--- config.mk ---
export PLATFORM = sky130hd
export DESIGN_NAME = sync_timing_gen
export DESIGN_NICKNAME = d
export VERILOG_FILES = /design/src/rtl/sync_timing_gen.sv
export SDC_FILE = /design/constraint.sdc
export NUM_CORES = 1
export LEC_CHECK = 0
export ABC_AREA = 1
export CORE_MARGIN = 3
export CORE_UTILIZATION = 33
export CTS_BUF_LIST = sky130_fd_sc_hd__clkbuf_4 sky130_fd_sc_hd__clkbuf_8
export DETAILED_ROUTE_END_ITERATION = 6
export PLACE_DENSITY = 0.57
export SETUP_SLACK_MARGIN = 0.05
export SYNTH_ARGS = -nofsm -noshare
export SYNTH_HDL_FRONTEND = slang
export SYNTH_SLANG_ARGS = --single-unit
--- constraint.sdc ---
create_clock -name i_clk -period 2.1 [get_ports i_clk]
set_clock_uncertainty 0.1 [all_clocks]
set_input_delay 0.63 -clock i_clk [delete_from_list [all_inputs] [get_ports i_clk]]
set_output_delay 0.63 -clock i_clk [all_outputs]
set_load 0.03 [all_outputs]
--- src/rtl/sync_timing_gen.sv ---
// sync_timing_gen: one-axis video timing generator (pixels or lines).
// A wrapping position counter plus a phase register (ACTIVE/FRONT/SYNC/BACK).
// Every output except o_wrap is registered and updated together with the counter.
// Zero-length porches are skipped, so their phase never appears.
module sync_timing_gen #(
    parameter int unsigned ACTIVE      = 272,
    parameter int unsigned FRONT_PORCH = 4,
    parameter int unsigned SYNC_LEN    = 10,
    parameter int unsigned BACK_PORCH  = 4,
    parameter bit          SYNC_POL    = 1'b0,
    parameter int unsigned CNT_W       = 10
) (
    input  logic             i_clk,
    input  logic             i_rst,
    input  logic             i_en,
    output logic [CNT_W-1:0] o_cnt,
    output logic [CNT_W-1:0] o_pos,
    output logic             o_de,
    output logic             o_sync,
    output logic             o_first,
    output logic             o_last,
    output logic             o_wrap,
    output logic [1:0]       o_phase
);

    localparam int unsigned       TOTAL    = ACTIVE + FRONT_PORCH + SYNC_LEN + BACK_PORCH;
    localparam longint unsigned   CAPACITY = 64'd1 << CNT_W;

    // Reject geometries that cannot be counted correctly.
    if (ACTIVE == 0) begin : g_bad_active
        $error("sync_timing_gen: ACTIVE must be at least 1");
    end
    if (SYNC_LEN == 0) begin : g_bad_sync
        $error("sync_timing_gen: SYNC_LEN must be at least 1");
    end
    if (longint'(TOTAL) > longint'(CAPACITY)) begin : g_bad_width
        $error("sync_timing_gen: TOTAL does not fit in CNT_W bits");
    end

    // Phase boundary positions, sized to the counter.
    localparam logic [CNT_W-1:0] ONE_C        = CNT_W'(1);
    localparam logic [CNT_W-1:0] LAST_C       = CNT_W'(TOTAL - 1);
    localparam logic [CNT_W-1:0] LAST_ACT_C   = CNT_W'(ACTIVE - 1);
    localparam logic [CNT_W-1:0] FRONT_C      = CNT_W'(ACTIVE);
    localparam logic [CNT_W-1:0] SYNC_C       = CNT_W'(ACTIVE + FRONT_PORCH);
    // With no back porch this boundary equals TOTAL (may not fit), and is never used.
    localparam logic [CNT_W-1:0] BACK_C       = (BACK_PORCH > 0) ?
                                                CNT_W'(ACTIVE + FRONT_PORCH + SYNC_LEN) : '0;
    localparam logic             SYNC_ON      = SYNC_POL;

    typedef enum logic [1:0] {
        PH_ACTIVE = 2'd0,
        PH_FRONT  = 2'd1,
        PH_SYNC   = 2'd2,
        PH_BACK   = 2'd3
    } phase_t;

    logic [CNT_W-1:0] cnt;
    logic [CNT_W-1:0] cnt_nxt;
    phase_t           phase;
    phase_t           phase_nxt;
    logic             at_last;

    assign at_last = (cnt == LAST_C);

    // Next counter value and the phase that position belongs to.
    always_comb begin
        cnt_nxt   = cnt + ONE_C;
        phase_nxt = phase;
        if (at_last) begin
            cnt_nxt   = '0;
            phase_nxt = PH_ACTIVE;
        end else if (cnt_nxt == FRONT_C) begin
            phase_nxt = (FRONT_PORCH > 0) ? PH_FRONT : PH_SYNC;
        end else if ((FRONT_PORCH > 0) && (cnt_nxt == SYNC_C)) begin
            phase_nxt = PH_SYNC;
        end else if ((BACK_PORCH > 0) && (cnt_nxt == BACK_C)) begin
            phase_nxt = PH_BACK;
        end
    end

    // Counter, phase and registered decodes, stepping only when enabled.
    always_ff @(posedge i_clk) begin
        if (i_rst) begin
            cnt     <= '0;
            phase   <= PH_ACTIVE;
            o_de    <= 1'b1;
            o_pos   <= '0;
            o_first <= 1'b1;
            o_last  <= (ACTIVE == 1);
            o_sync  <= ~SYNC_ON;
        end else if (i_en) begin
            cnt     <= cnt_nxt;
            phase   <= phase_nxt;
            o_de    <= (phase_nxt == PH_ACTIVE);
            o_pos   <= (phase_nxt == PH_ACTIVE) ? cnt_nxt : '0;
            o_first <= (cnt_nxt == '0);
            o_last  <= (cnt_nxt == LAST_ACT_C);
            o_sync  <= (phase_nxt == PH_SYNC) ? SYNC_ON : ~SYNC_ON;
        end
    end

    assign o_cnt   = cnt;
    assign o_phase = phase;
    assign o_wrap  = at_last & i_en;

endmodule

---- Yosys cells after proc, flatten, opt, wreduce, memory -nomap -nowiden ----
Index checks and enable logic that the tools add are counted.
word-level totals
  bits in registers ....................... 26
  bits of input ports ..................... 3
  output and inout port bits .............. 27
cells by class
  add/sub/neg operators ................... 1
  equality and inequality tests ........... 6
  mux-type cells .......................... 7
  bitwise logic cells ..................... 1
  reduce and logical (&&, ||, !) cells .... 2
operator list
  operator                                                                 number
  10-bit by 9-bit equality test with 1-bit output (second input constant)  5
  10-bit two-way mux                                                       2
  10-bit by 1-bit adder with 10-bit output (second input constant)         1
  10-bit logical NOT                                                       1
  2-bit two-way mux                                                        4
  2-bit equality test (second input constant)                              1
  2-bit logical NOT                                                        1
  1-bit AND                                                                1
  1-bit two-way mux                                                        1

---- Logic depth before layout (Yosys ltp) ----
  word-level depth ........................ 8
  gate-level depth with buffers ........... 16

---- Worst setup path after synthesis ----
OpenSTA, ideal clock, no wires.
  kind .................................... register -> output
  start point ............................. register cnt[0], in the netlist o_cnt[0]
  end point ............................... output port o_wrap
  arrival time ............................ 1.643 ns
  required time ........................... 1.370 ns
  setup slack ............................. -0.273 ns
  stages on the path, launching flop included .. 6
  buffers on the path ..................... 0
  path through ............................ dfxtp_1 > ha_1 > nand3_1 > inv_1 > nand4_2 > nor2_1
on the way
  cells in the longest elaborated chain, start to end .. 2
ends and longest elaborated chain
  element                                          RTL line  text
  from (decl)                                      58        logic [CNT_W-1:0] cnt;
  from (signal assigned)                           93        cnt <= cnt_nxt;
  10-bit by 9-bit equality test with 1-bit output  64        assign at_last = (cnt == LAST_C);
  1-bit AND                                        105       assign o_wrap = at_last & i_en;
  to (decl)                                        22        output logic o_wrap,
No other way between the ends.

---- Final worst setup path ----
  start point ............................. register cnt[3], in the netlist o_cnt[3]
  end point ............................... output port o_wrap
Same word-level chain as after synthesis.

==> flow_summary.toml <==
[sta]
relSlewSlack_pct = 72.4
setup_tns_ns = -0.0533
fmax_mhz = 464
post-route-period-util_pct = 103
worstMarginPinSlew_ns = 0.413
setup_viol = 1
fin_crit_ns = 2.15
drv_slew = 0
setup_ws_ns = -0.0533
rsz0062_at_grt = "true"
hold_viol = 0

[place]
hpwl_um = 2940
place_area_um2 = 1990
place.gp.congestion = 0.825
io_buffers = 29

[yosys]
synth_area_per_cell_um2 = 7.21
synthArstFlopShare_pct = 0
synth_flop_cell = "dfxtp_1"
yosysTopAreaCell = "dfxtp_1"
synthTopCellsByCount = "nand2_1, dfxtp_1, inv_1, nor2_1, nand3_1"
synth_top_cell_area_share_pct = 34.5
synth_area_um2 = 1510
ys_types = 27
synth_edf_count = 0
synth.most_common_cell = "nand2_1"
synth-seq-cells = 26
synthTopCellsByArea = "dfxtp_1, nand2_1, inv_1"
synth_warnings = 0
synthCells = 209
syn-num-nets = 216
synth.yosys.seq_area_share_pct = 34.5

[setup_path]
worst-path-buf-inv = 1
critPathTopFamily = "simple AND/OR/NAND/NOR gates"
required_ns = 1.37
cp_cell_sequence = "nor4_4 > nand4_4 > nor2_4 > buf_6"
crit_type = "reg2out"
slowest_stage = "dfxtp_2"
worstSetupStartpointType = "flip-flop"
rrSetupSlack_ns = 0.04
critPathArrivalTime_ns = 1.42
r2r_end = "o_pos[7]"
cp_max_fo = 4
critPathMaxStageDelay_ns = 0.36
r2r_cells = 12
endpoint_kind = "primary output"
reg2reg_from = "o_cnt[0]"

[cts]
cts.root.buffer_cell = "clkbuf_8"
htree_levels = 1
clock_path_buffers = 2
cts_tree = "yes"
clk_latency_ns = 0.27
clock_sinks = 26
ctsHoldBuffers = 0
path_clk_slew_ns = 0.09
cts_buffers = 3

[status]
violations = "negative setup slack"
status = "complete, but fails checks"

[hold_path]
worstHoldPathCells = 2
hold_start = "o_last"
holdPathEnd = "o_last"
worstHoldPathType = "reg2reg"

[grt]
grt_pass1_wl_um = 6470
grt_max_degree = 27
gr-usage-all-layers_pct = 15.3
grt-ovfl-total = 0
grt_antenna_before_repair = 0
grt_pass1_vias = 1395

[die]
core-area_um2 = 4200
die_y_um = 73.6
start_util_pct = 35.9
die_x_um = 73.6
dieArea_um2 = 5420
core.rowCount = 23
io_pins = 30

[power]
pwr_density_cell_nw_per_um2 = 428
leakage_nw = 1.05
ir_drop_uv = 297

[routing]
first_iter_violations = 51
drt-pass1-iter-count = 4
drc = 0
wl_per_cell_um = 13.9
ant_nets = 0
avgViaCountPerCell = 4.91
num_vias = 1543
wirelength_um = 4370

[cells_and_area]
stdcell_area_um2 = 2340
drive_above_1_share_pct = 40.2
antenna_cells = 0
fin_nets = 272
area_growth_pct = 54.9

[run]
cap_violations = 0
-- metal layers --
layer	vias up	share of wire [%]	GRT usage, %
met5	-	0	0
met4	0	0.96	1.81
met3	8	3.8	3.28
met2	32	49	26.1
met1	713	46	20.4
li1	790	-	-
-- final cells by class --
| cell class | instances | area (µm²) |
|---|---|---|
| inverter | 26 | 98.8 |
| multi-input combinational | 150 | 1050 |
| timing repair buffer | 58 | 533 |
| tap | 50 | 62.6 |
| clock buffer | 4 | 55.1 |
| sequential | 26 | 533 |
| fill | 415 | 1870 |
-- registers in the layout (all words and copies together), names as in the netlist --
name / flops
o_de: 1
o_last: 1
o_sync: 1
o_pos: 10
o_cnt: 10
o_first: 1
o_phase: 2
-- placed cells by master, fill, tap and decap left out, drive strengths merged --
master / netlist / layout
xor2: 1 / 1
a21oi: 16 / 16
o21a: 8 / 8
dfxtp: 26 / 26
inv: 24 / 25
nand2: 48 / 49
dlygate4sd2: 0 / 11
clkbuf: 6 / 4
nand4: 3 / 3
nand3: 25 / 25
o21ai: 5 / 5
clkinv: 2 / 1
ha: 4 / 4
dlymetal6s2s: 0 / 6
nor2: 30 / 30
o31ai: 1 / 1
or2: 1 / 1
nor4: 2 / 2
buf: 2 / 30
clkdlybuf4s50: 0 / 11
nor3: 5 / 5
-- cells by family (layout without fill, tap and decap cells) --
logic type,count (synthesis),after routing,synth area share (%)
AOI/OAI and AO/OA,30,30,13.4
adders and majority gates,4,4,3.32
and+or+nand+nor,114,115,38.4
DFF,26,26,34.5
buffers and inverters,34,88,9.71
xor gates and xnor gates,1,1,0.581
-- power by group --
part | internal [W] | switching (W) | leakage [nW]
Combinational | 0.0000642 | 0.0000934 | 0.808
Sequential | 0.000502 | 0.00000841 | 0.214
Clock | 0.000168 | 0.000164 | 0.0288
Total | 0.000734 | 0.000266 | 1.05
-- timing repair --
item                                    4_1_cts  5_1_grt
cloned                                        0        2
gates resized for setup                      19       56
endpoints found under the setup margin       24       23
pin swaps                                     0       23
buffers inserted                              0        6
-- per-stage QoR --
| stage | hold slack (ns) | total power (W) | setup slack, ns | cells | util (%) |
|---|---|---|---|---|---|
| floorplan | 0.495 | 0.000602 | 0.0651 | 209 | - |
| finish | 0.375 | 0.00100 | -0.0533 | 314 | 55.6 |
| detailed placement | 0.359 | 0.000656 | -0.139 | 302 | 47.3 |
| global placement | 0.359 | 0.000656 | -0.124 | 302 | 47.3 |
| CTS | 0.375 | 0.000983 | -0.103 | 306 | 49.2 |
| global route | 0.391 | 0.00104 | -0.113 | 314 | 55.6 |
-- worst reg2reg max path: cells and delay by family (launching register included) --
family | cells | cell delay (ns)
flops | 1 | 0.36
simple gates | 6 | 0.74
compound gates | 1 | 0.12
fa+ha+maj | 1 | 0.16
buf+inv | 4 | 0.52
-- worst max path at each step --
stage	startpoint	to	slack [ns]	cells past startpoint
final	o_cnt[3]	o_wrap	-0.05	4
after floorplan	o_cnt[1]	o_pos[4]	0.07	15
after CTS	o_cnt[0]	o_wrap	-0.10	7
after detailed placement	i_en	o_wrap	-0.14	4
after global routing	o_cnt[3]	o_wrap	-0.11	4
after global placement	i_en	o_wrap	-0.12	4
Note: power is estimated with default switching activity, not from simulation.
